$ cat src/rtl/mux_nx1_arb_if.sv
// Handshake and data bundle for the N:1 operand selector.
// The master modport is the environment side and the slave modport is the selector side.
interface mux_nx1_arb_if #(
  parameter int DATA_WIDTH = 16,
  parameter int CHANNELS   = 4
);
  localparam int SEL_WIDTH = $clog2(CHANNELS);

  logic [CHANNELS*DATA_WIDTH-1:0] in_data;
  logic [CHANNELS-1:0]            in_valid;
  logic [CHANNELS-1:0]            in_ready;
  logic                           mode;
  logic [SEL_WIDTH-1:0]           select_nx1;
  logic [DATA_WIDTH-1:0]          out_data;
  logic                           out_valid;
  logic                           out_ready;
  logic [SEL_WIDTH-1:0]           out_channel;

  modport master (
    output in_data, in_valid, mode, select_nx1, out_ready,
    input  in_ready, out_data, out_valid, out_channel
  );

  modport slave (
    input  in_data, in_valid, mode, select_nx1, out_ready,
    output in_ready, out_data, out_valid, out_channel
  );
endinterface

$ cat src/rtl/mux_nx1_arb.sv
// Registered N:1 operand selector (fixed select or round-robin) with a 1-cycle load latency.
// All in_ready bits drop while the output register is FULL and out_ready is low.
module mux_nx1_arb #(
  parameter int DATA_WIDTH = 16,
  parameter int CHANNELS   = 4
) (
  input  logic         clk,
  input  logic         rst_n,
  mux_nx1_arb_if.slave bus
);
  localparam int SEL_WIDTH = $clog2(CHANNELS);

  typedef enum logic {EMPTY = 1'b0, FULL = 1'b1} state_t;

  state_t                state;
  state_t                state_next;
  logic [SEL_WIDTH-1:0]  rr_ptr;
  logic [DATA_WIDTH-1:0] data_reg;
  logic [SEL_WIDTH-1:0]  chan_reg;
  logic [DATA_WIDTH-1:0] ch_data [CHANNELS];
  logic                  can_load;
  logic                  grant;
  logic                  load;
  logic [SEL_WIDTH-1:0]  grant_idx;

  // rr_ptr < CHANNELS and off <= CHANNELS, so a single subtraction wraps correctly.
  function automatic logic [SEL_WIDTH-1:0] rr_cand(input logic [SEL_WIDTH-1:0] base, input int off);
    int sum;
    sum = int'(base) + off;
    if (sum >= CHANNELS) sum = sum - CHANNELS;
    return sum[SEL_WIDTH-1:0];
  endfunction

  always_comb begin
    for (int k = 0; k < CHANNELS; k++) begin
      ch_data[k] = bus.in_data[k*DATA_WIDTH +: DATA_WIDTH];
    end
  end

  // Fixed mode compares against each legal index, so an out-of-range select simply matches nothing.
  always_comb begin
    grant     = 1'b0;
    grant_idx = '0;
    if (!bus.mode) begin
      for (int k = 0; k < CHANNELS; k++) begin
        if (bus.select_nx1 == SEL_WIDTH'(k) && bus.in_valid[k]) begin
          grant     = 1'b1;
          grant_idx = SEL_WIDTH'(k);
        end
      end
    end else begin
      for (int off = 1; off <= CHANNELS; off++) begin
        if (!grant && bus.in_valid[rr_cand(rr_ptr, off)]) begin
          grant     = 1'b1;
          grant_idx = rr_cand(rr_ptr, off);
        end
      end
    end
  end

  assign can_load = (state == EMPTY) || bus.out_ready;
  assign load     = rst_n && can_load && grant;

  always_comb begin
    bus.in_ready = '0;
    for (int k = 0; k < CHANNELS; k++) begin
      bus.in_ready[k] = load && (grant_idx == SEL_WIDTH'(k));
    end
  end

  always_comb begin
    state_next = state;
    if (load) begin
      state_next = FULL;
    end else if (bus.out_ready) begin
      state_next = EMPTY;
    end
  end

  always_ff @(posedge clk or negedge rst_n) begin
    if (!rst_n) begin
      state <= EMPTY;
    end else begin
      state <= state_next;
    end
  end

  // rr_ptr follows every grant, including fixed-mode ones, so switching modes stays fair.
  always_ff @(posedge clk or negedge rst_n) begin
    if (!rst_n) begin
      data_reg <= '0;
      chan_reg <= '0;
      rr_ptr   <= SEL_WIDTH'(CHANNELS - 1);
    end else if (load) begin
      data_reg <= ch_data[grant_idx];
      chan_reg <= grant_idx;
      rr_ptr   <= grant_idx;
    end
  end

  assign bus.out_data    = data_reg;
  assign bus.out_valid   = (state == FULL);
  assign bus.out_channel = chan_reg;
endmodule

$ cat src/flat_wrapper.sv
// flat-port wrapper written by rule: the top's interface ports become plain ports
module mux_nx1_arb_flat 
#(
  parameter int DATA_WIDTH = 16,
  parameter int CHANNELS   = 4
)
  (clk, rst_n, bus_in_data, bus_in_valid, bus_mode, bus_select_nx1, bus_out_ready, bus_in_ready, bus_out_data, bus_out_valid, bus_out_channel);
  mux_nx1_arb_if #(.DATA_WIDTH(DATA_WIDTH), .CHANNELS(CHANNELS)) bus_i ();
  input  logic clk;
  input  logic rst_n;
  input wire logic [$bits(bus_i.in_data)-1:0] bus_in_data;
  input wire logic [$bits(bus_i.in_valid)-1:0] bus_in_valid;
  input wire logic [$bits(bus_i.mode)-1:0] bus_mode;
  input wire logic [$bits(bus_i.select_nx1)-1:0] bus_select_nx1;
  input wire logic [$bits(bus_i.out_ready)-1:0] bus_out_ready;
  output wire logic [$bits(bus_i.in_ready)-1:0] bus_in_ready;
  output wire logic [$bits(bus_i.out_data)-1:0] bus_out_data;
  output wire logic [$bits(bus_i.out_valid)-1:0] bus_out_valid;
  output wire logic [$bits(bus_i.out_channel)-1:0] bus_out_channel;
  assign bus_i.in_data = bus_in_data;
  assign bus_i.in_valid = bus_in_valid;
  assign bus_i.mode = bus_mode;
  assign bus_i.select_nx1 = bus_select_nx1;
  assign bus_i.out_ready = bus_out_ready;
  assign bus_in_ready = bus_i.in_ready;
  assign bus_out_data = bus_i.out_data;
  assign bus_out_valid = bus_i.out_valid;
  assign bus_out_channel = bus_i.out_channel;
  mux_nx1_arb #(.DATA_WIDTH(DATA_WIDTH), .CHANNELS(CHANNELS)) u_core (.clk(clk), .rst_n(rst_n), .bus(bus_i));
endmodule
$ cat config.mk
export PLATFORM = sky130hd
export DESIGN_NAME = mux_nx1_arb_flat
export DESIGN_NICKNAME = d
export VERILOG_FILES = /design/src/rtl/mux_nx1_arb_if.sv /design/src/rtl/mux_nx1_arb.sv /design/src/flat_wrapper.sv
export SDC_FILE = /design/constraint.sdc
export NUM_CORES = 1
export LEC_CHECK = 0
export BUFFER_PORTS_ARGS = -buffer_cell sky130_fd_sc_hd__buf_2
export CORE_MARGIN = 10
export CORE_UTILIZATION = 47
export CTS_CLUSTER_DIAMETER = 60
export DETAILED_ROUTE_END_ITERATION = 7
export PLACE_DENSITY = 0.85
export REMOVE_ABC_BUFFERS = 1
export SLEW_MARGIN = 15
export SYNTH_ARGS = -nofsm -noshare
export SYNTH_HDL_FRONTEND = slang
export SYNTH_SLANG_ARGS = --single-unit
$ cat constraint.sdc
create_clock -name clk -period 4.2 [get_ports clk]
set_input_delay 0.63 -clock clk [delete_from_list [all_inputs] [get_ports clk]]
set_output_delay 0.63 -clock clk [all_outputs]
set_load 0.05 [all_outputs]
# ---- Yosys cells after proc, flatten, opt, wreduce, memory -nomap -nowiden
# Index checks and enable logic that the tools add are counted.
dict set report word_totals {
  regBits 21
  latch_bits 0
  ram_bits 0
  rom_bits 0
  input_bits 74
  output_inout_bits 23
  word_cells 90
  memories 0
}
dict set report op_classes {
  n_addsub 8
  multipliers 0
  div_mod_pow 0
  order_cmp 9
  n_eq_ne 6
  n_shift 0
  mux 41
  bitwise 2
  reduce_logical 20
}
# operator n
set op_table {}
lappend op_table {{$bmux 16 s2} 1}
lappend op_table {{$mux 16} 2}
lappend op_table {{$mux 2} 15}
lappend op_table {{$mux 1} 19}
lappend op_table {{$logic_and 1x1->1} 13}
lappend op_table {{$ge 3x3->1 const B} 4}
lappend op_table {{$lt 2x3->1 const B} 4}
lappend op_table {{$bmux 1 s2} 4}
lappend op_table {{$eq 2x2->1 const B} 4}
lappend op_table {{$sub 2x1->2 const B} 4}
lappend op_table {{$add 2x2->3 const B} 2}
lappend op_table {{$add 2x3->4 const B} 1}
lappend op_table {{$eq 2x1->1 const B} 2}
lappend op_table {{$ge 4x3->1 const B} 1}
lappend op_table {{$logic_not 2->1} 2}
lappend op_table {{$add 2x1->3 const B} 1}
lappend op_table {{$logic_not 1->1} 3}
lappend op_table {{$not 2->3} 1}
lappend op_table {{$reduce_bool 2->1} 1}
lappend op_table {{$logic_or 1x1->1} 1}
lappend op_table {{$not 1->1} 1}

# ---- Logic depth before layout (Yosys ltp)
# Gate-level depths: netlist of run 1.
dict set report depth {
  depth_word 24
  depth_mapped 8
}

# ---- Worst setup path before layout of run 1
# OpenSTA, ideal clock, no wires.
dict set report synth_timing {
  path_kind {input port to output port}
  startpoint {in bus_in_valid[1]}
  endpoint {out bus_in_ready[0]}
  arrival_time_ns 2.992
  slack_ns 0.578
  stages 6
  n_path_buf 2
  path_cell_list {buf_2 mux2_2 and3_1 a311oi_1 clkbuf_1 nor3b_1}
}
dict set report synth_via {
  elab_chain_cells 18
}
# item line
set synth_rtl {}
lappend synth_rtl {{from (decl)} flat_wrapper.sv:12} ;# input wire logic [$bits(bus_i.in_valid)-1:0] bus_in_valid;
lappend synth_rtl {{$bmux 1 s2} mux_nx1_arb.sv:53} ;# if (!grant && bus.in_valid[rr_cand(rr_ptr, off)]) begin
lappend synth_rtl {{$mux 1 (not written as such)} mux_nx1_arb.sv:53}
lappend synth_rtl {{$mux 1} mux_nx1_arb.sv:53}
lappend synth_rtl {{$mux 1} mux_nx1_arb.sv:44} ;# if (!bus.mode) begin
lappend synth_rtl {{$logic_not 1->1} mux_nx1_arb.sv:53}
lappend synth_rtl {{$logic_and 1x1->1} mux_nx1_arb.sv:53}
lappend synth_rtl {{$mux 1} mux_nx1_arb.sv:53}
lappend synth_rtl {{$mux 1} mux_nx1_arb.sv:44}
lappend synth_rtl {{(+2 left out)} -}
lappend synth_rtl {{$mux 1} mux_nx1_arb.sv:53}
lappend synth_rtl {{$mux 1} mux_nx1_arb.sv:44}
lappend synth_rtl {{$logic_not 1->1} mux_nx1_arb.sv:53}
lappend synth_rtl {{$logic_and 1x1->1} mux_nx1_arb.sv:53}
lappend synth_rtl {{$mux 2 or $mux 1 (tied branches)} mux_nx1_arb.sv:53}
lappend synth_rtl {{$mux 2 or $mux 1 (tied branches)} mux_nx1_arb.sv:44}
lappend synth_rtl {{$logic_not 2->1 or $logic_and 1x1->1 (tied branches)} {mux_nx1_arb.sv:67, mux_nx1_arb.sv:62}}
lappend synth_rtl {{$logic_and 1x1->1 *} mux_nx1_arb.sv:67} ;# bus.in_ready[k] = load && (grant_idx == SEL_WIDTH'(k));
lappend synth_rtl {{to (decl)} flat_wrapper.sv:16} ;# output wire logic [$bits(bus_i.in_ready)-1:0] bus_in_ready;
# Every way passes the cells marked *; elsewhere a longest branch is shown, timed or not. The select of a mux whose other input is x is not followed.

# ---- Worst setup path in the final report of run 1
dict set report layout_timing {
  startpoint {reg u_core.rr_ptr[1]}
  endpoint {out bus_in_ready[2]}
}
dict set report layout_via {
  elab_chain_cells 22
}
# item line
set layout_rtl {}
lappend layout_rtl {{from (decl)} mux_nx1_arb.sv:17} ;# logic [SEL_WIDTH-1:0] rr_ptr;
lappend layout_rtl {{from (signal assigned)} mux_nx1_arb.sv:93} ;# rr_ptr <= SEL_WIDTH'(CHANNELS - 1);
lappend layout_rtl {{from (signal assigned)} mux_nx1_arb.sv:97} ;# rr_ptr <= grant_idx;
lappend layout_rtl {{$add 2x1->3} mux_nx1_arb.sv:29} ;# sum = int'(base) + off;
lappend layout_rtl {{$ge 3x3->1 or $sub 2x1->2 (tied branches)} mux_nx1_arb.sv:30} ;# if (sum >= CHANNELS) sum = sum - CHANNELS;
lappend layout_rtl {{$mux 2} mux_nx1_arb.sv:30}
lappend layout_rtl {{$mux 2} mux_nx1_arb.sv:44}
lappend layout_rtl {{$bmux 1 s2} mux_nx1_arb.sv:53}
lappend layout_rtl {{$mux 1 (not written as such)} mux_nx1_arb.sv:53}
lappend layout_rtl {{$mux 1} mux_nx1_arb.sv:53}
lappend layout_rtl {{$mux 1} mux_nx1_arb.sv:44}
lappend layout_rtl {{(+6 left out)} -}
lappend layout_rtl {{$mux 1} mux_nx1_arb.sv:53}
lappend layout_rtl {{$mux 1} mux_nx1_arb.sv:44}
lappend layout_rtl {{$logic_not 1->1} mux_nx1_arb.sv:53}
lappend layout_rtl {{$logic_and 1x1->1} mux_nx1_arb.sv:53}
lappend layout_rtl {{$mux 2 or $mux 1 (tied branches)} mux_nx1_arb.sv:53}
lappend layout_rtl {{$mux 2 or $mux 1 (tied branches)} mux_nx1_arb.sv:44}
lappend layout_rtl {{$eq 2x2->1 or $logic_and 1x1->1 (tied branches)} {mux_nx1_arb.sv:67, mux_nx1_arb.sv:62}}
lappend layout_rtl {{$logic_and 1x1->1 *} mux_nx1_arb.sv:67}
# Marks and branches as above.

==> results.yml, run 1 <==
floorplan:
  core.rowCount: 21
  ios: 97
  dieArea_mm2: 0.00633
  core_mm2: 0.00339
  die_w_um: 79.6
  start_util_pct: 49.2
  die_height_um: 79.6
global_routing:
  grt_start_max_net_pins: 23
  grt_first_pass_wirelength_mm: 8.38
  antenna_found_initial: 0
  gr-usage-all-layers_pct: 15.7
  first_global_vias: 1831
  grt.overflow.total: 0
drt:
  vias: 1640
  dr.first_iter.drc_count: 132
  drc: 0
  ant_nets: 0
  dr.pass1.iters: 4
  routedWlPerCell_um: 17.5
  wirelength_mm: 5.06
  vias_per_cell: 5.66
synthesis:
  yosys_warnings: 0
  async_flop_share_pct: 100
  syn_area_per_cell_um2: 10.5
  synth_simple_gate_area_share_pct: 11.9
  synth_top_area_share_pct: 28.5
  ys_seq_elements: 21
  yosys.area_share.adder_pct: 0
  synth_commonest_cells: "mux2i_1, o21ai_0, dfrtp_1, o221ai_1, o221ai_2"
  synth.distinct_cells: 43
  synth-compound-area-share_pct: 25.7
  synth_top_family_by_area: "compound AO/OA/AOI/OAI gates"
  ys.flop_type: "dfrtp_1"
  yosys-top-cells-area: "dfrtp_1, mux2i_1, o221ai_2, o21ai_0, o221ai_1"
  synth_top_area_cell: "dfrtp_1"
  synth.most_common_cell: "mux2i_1"
  synth_area_mm2: 0.00167
  synthXorXnorAreaFrac_pct: 0
  yosysSeqAreaShare_pct: 31.7
  synth.area.mux_share_pct: 23.8
  syn-instance-count: 159
  synth_edf_count: 0
run:
  maxCapViolCount: 0
worst_setup_path:
  r2r_setup_slack_ps: 1300
  slowest_stage: "a311oi_4"
  cp.arrival_ps: 2670
  critPathMaxStageDelay_ps: 840
  cp-start-kind: "register"
  critPathCaptureType: "primary output"
  path_cells: "a21bo_2, a2111oi_0, a311oi_4, nor3b_1, buf_2"
  crit_required_ps: 3570
  critical_path.max_fanout: 17
  path_class: "register to primary output"
place:
  dpl.hpwl_mm: 3.95
  gp_congestion: 0.769
  placedCellCount: 286
  port-buffer-count: 96
final_layout:
  area.growth.synth_to_final_pct: 28.9
  antenna_cells: 0
  fillers: 276
  final_cells: 290
  layout-drive-gt1-share_pct: 50.8
  fin_util_pct: 63.4
  layout.nets: 319
clock_tree:
  path_clk_slew_ps: 120
  cts_tree: "yes"
  cts_hold_buf: 0
  cts_num_sinks: 21
  cts_buffers: 3
  post_cts_buffers: 0
  worstSkewPairLatency_ps: 300
  htreeDepth: 1
  cts_root_buf: "clkbuf_4"
  cts_resized: 0
  clockBufferDepth: 2
pwr:
  pwr_density_cell_mw_per_mm2: 489
  leakagePower_uw: 0.00110
  vdd_ir_drop_max_mv: 0.327
sta:
  max_freq_mhz: 303
  fin_skew_ps: 7.95
  report.final.hold_viol_count: 0
  drv_slew: 0
  period_share_pct: 78.6
  rsz0062_at_grt: "no"
  setup_viol: 0
  slew_headroom_pct: 37.9
  fin_hold_ws_ps: 272
  max_slew.worst_pin.slew_ps: 931
  finalCriticalPeriod_ps: 3300
min_path:
  hold_class: "input pin to asynchronous set/reset pin"
outcome:
  status: "finished, final reports clean"
layout by cell type, fill, tap and decap left out, types with 3 or more instances in the layout:
master,instances
o21ai_0,23
nor3b_1,3
buf_2,96
mux2i_1,34
o221ai_2,8
nand2_1,5
nor2_1,3
clkbuf_4,3
mux2_2,3
o221ai_1,8
dfrtp_1,19
where the power goes:
| group | switching (µW) | internal (µW) |
|---|---|---|
| combinational | 427 | 199 |
| clock | 58.8 | 35.4 |
| sequential | 55.8 | 274 |
per-stage QoR:
step / power (µW) / area, µm² / setup TNS (ps) / worst slack, ps
6_report: 1050 / 2150 / 0 / 897
5_1_grt: 1120 / 2150 / 0 / 676
4_1_cts: 1060 / 2150 / 0 / 835
3_5_place_dp: 964 / 2120 / 0 / 923
3_3_place_gp: 952 / 2120 / 0 / 1000
2_1_floorplan: 806 / 1560 / -35810 / -2610
metal layers:
metal	share of wire, %	wire length [µm]	up-vias	global-route usage, %
li1	-	-	794	-
met1	44	2210	768	19.8
met2	46	2310	74	23.7
met3	9.8	498	4	6.76
met4	0.81	41	0	4.30
met5	0	0	-	0
logic make-up after synthesis:
family,count (synthesis)
buffers and inverters,18
AOI/OAI and AO/OA,52
and+or+nand+nor,30
DFF,21
muxes,38
critical path, delay by kind of cell, from the launching register on:
kind                   cells  cell delay, ps
AO/OA/AOI/OAI              3            1140
flip-flops                 1             690
buffers and inverters      1             290
AND/OR/NAND/NOR            1             250
state kept, by name, indices dropped and copies added (netlist names):
name                    flops
u_core.bus.out_channel      2
u_core.rr_ptr               2
u_core.bus.out_valid        1
u_core.bus.out_data        16
path summary, 6_finish.rpt:
kind | startpoint | to | depth (start not counted)
worst min register to register | u_core.bus.out_valid | u_core.bus.out_valid | 2
min in group clk | u_core.bus.out_valid | u_core.bus.out_valid | 2
max in group asynchronous | rst_n | u_core.rr_ptr[0] | 1
worst min-delay path | rst_n | u_core.bus.out_data[8] | 1
worst max-delay path | u_core.rr_ptr[1] | bus_in_ready[2] | 5
worst max register to register | u_core.rr_ptr[1] | u_core.bus.out_data[14] | 6
layout make-up:
cell class | count | area, µm² | area share (%)
multi-input combinational | 120 | 1040 | 48.4
sequential | 21 | 528 | 24.6
timing repair buffer | 97 | 488 | 22.7
tap | 46 | 57.6 | 2.68
clock buffer | 3 | 22.5 | 1.05
inverter | 2 | 7.51 | 0.349
clock inverter | 1 | 5.00 | 0.233
Note: power is estimated with default switching activity, not from simulation.
==> run 2, diff against run 1 <==
--- a/config.mk
+++ b/config.mk
@@ -7,10 +7,10 @@
 export LEC_CHECK = 0
 export BUFFER_PORTS_ARGS = -buffer_cell sky130_fd_sc_hd__buf_2
 export CORE_MARGIN = 10
-export CORE_UTILIZATION = 47
+export CORE_UTILIZATION = 44
 export CTS_CLUSTER_DIAMETER = 60
 export DETAILED_ROUTE_END_ITERATION = 7
-export PLACE_DENSITY = 0.85
+export PLACE_DENSITY = 0.8
 export REMOVE_ABC_BUFFERS = 1
 export SLEW_MARGIN = 15
 export SYNTH_ARGS = -nofsm -noshare
==> constraint.sdc (replaced) <==
create_clock -name clk -period 3.38 [get_ports clk]
set_input_delay 0.507 -clock clk [delete_from_list [all_inputs] [get_ports clk]]
set_output_delay 0.507 -clock clk [all_outputs]
set_load 0.05 [all_outputs]
==> run 2 against run 1 <==
- register-to-register slack lost 810 ps
- final cell count grew 1.0%
- global-route usage shrank 0.94 points
- hold slack lost 43 ps
- via count shrank 0.49%
- sequential share of layout area shrank 0.31 points
==> results.yml, run 2 (synthesis results as in run 1) <==
floorplan:
  dieArea_mm2: 0.00665
  die_w_um: 81.6
  core.rowCount: 22
  start_util_pct: 45.6
  die_height_um: 81.6
  core_mm2: 0.00366
  ios: 97
place:
  dpl.hpwl_mm: 4.08
  gp_congestion: 0.780
  port-buffer-count: 96
  placedCellCount: 289
  dpl_cell_area_mm2: 0.00213
  pre_cts_ws_ps: 376
sta:
  max_freq_mhz: 317
  max_slew.worst_pin.slew_ps: 958
  slew_headroom_pct: 36.1
  setup_viol: 0
  drv_slew: 0
  fin_skew_ps: 1.26
  report.final.hold_viol_count: 0
  fin_ws_ps: 230
  finalSetupTns_ps: 0
  finalCriticalPeriod_ps: 3150
  period_share_pct: 93.2
  rsz0062_at_grt: "no"
worst_setup_path:
  critical_path.max_fanout: 17
  cp.arrival_ps: 2640
  cp-start-kind: "register"
  path_class: "register to primary output"
  critPathCaptureType: "primary output"
  crit_required_ps: 2870
  worstRegToRegCells: 6
final_layout:
  fin_util_pct: 59.5
  layout_common_cells: "buf_2, mux2i_1, o21ai_0, dfrtp_1"
  layout-drive-gt1-share_pct: 50.6
  final_common_cell: "buf_2"
  layout.nets: 320
  antenna_cells: 0
  final_cells: 293
  area.growth.synth_to_final_pct: 30.5
  final_cell_area_mm2: 0.00218
  largest_reg_flops: 16
  final-seq-area_um2: 528
  multi_input_area_mm2: 0.00104
  fillers: 332
clock_tree:
  cts_resized: 0
  htreeDepth: 1
  worstSkewPairLatency_ps: 250
  cts_buffers: 3
  path_clk_slew_ps: 70
  post_cts_buffers: 0
  cts_root_buf: "clkbuf_8"
  cts_hold_buf: 0
  cts_num_sinks: 21
  clockBufferDepth: 2
  cts_tree: "yes"
pwr:
  leakagePower_uw: 0.00111
  pwr_density_cell_mw_per_mm2: 618
  vdd_ir_drop_max_mv: 0.405
min_path:
  hold_class: "input pin to asynchronous set/reset pin"
drt:
  vias_per_cell: 5.57
  drc: 0
  vias: 1632
  dr.pass1.iters: 4
  dr.first_iter.drc_count: 75
  routedWlPerCell_um: 17.6
  wirelength_mm: 5.16
  ant_nets: 0
global_routing:
  antenna_found_initial: 0
  grt_first_pass_wirelength_mm: 7.96
  grt.overflow.total: 0
  gr-usage-all-layers_pct: 14.8
  first_global_vias: 1768
  grt_start_max_net_pins: 23
run:
  maxCapViolCount: 0
outcome:
  status: "finished, final reports clean"
-- run 2: cell types whose count changed in the layout (fill, tap and decap cells not counted), sizes merged --
cell,delta
buf,+1
clkbuf,+1
clkinv,-1
-- run 2: worst paths after layout --
| path | from | endpoint | slack (ps) |
|---|---|---|---|
| min reg2reg | u_core.bus.out_channel[0] | u_core.bus.out_channel[0] | 520 |
| min in group clk | u_core.bus.out_channel[0] | u_core.bus.out_channel[0] | 520 |
| max | u_core.rr_ptr[1] | bus_in_ready[0] | 230 |
| max in group asynchronous | rst_n | u_core.rr_ptr[0] | 2880 |
| min | rst_n | u_core.bus.out_channel[0] | 230 |
| max reg2reg | u_core.rr_ptr[1] | u_core.bus.out_data[10] | 490 |
-- run 2: where the power goes --
part	internal, µW	leakage, µW	switching [µW]
Combinational	249	0.000836	531
Clock	83.6	0.0000228	73.9
Sequential	341	0.000256	65.7
-- run 2: layer usage --
layer | GRT usage (%) | wire length [µm] | share of wire (%)
met5 | 0 | 0 | 0
met2 | 25.2 | 2550 | 49
met4 | 3.11 | 23 | 0.45
met3 | 5.90 | 474 | 9.2
met1 | 17.0 | 2110 | 41
-- run 2: cell type report --
cell class | count | area share, %
sequential | 21 | 24.3
inverter | 2 | 0.345
timing repair buffer | 98 | 22.8
clock buffer | 4 | 2.07
multi-input combinational | 120 | 47.8
tap | 48 | 2.76
-- run 2: worst max-delay path: stages (launching register included) --
cell       delay, ps
dfstp_2          670
a21bo_2          170
a2111oi_0        140
a311oi_4         860
nor3b_1          250
buf_2            290
-- run 2: per-stage QoR --
stage / hold slack [ps] / total power [µW]
floorplan: 211 / 1000
global placement: 481 / 1190
detailed placement: 493 / 1200
CTS: 230 / 1360
global route: 258 / 1420
finish: 230 / 1340
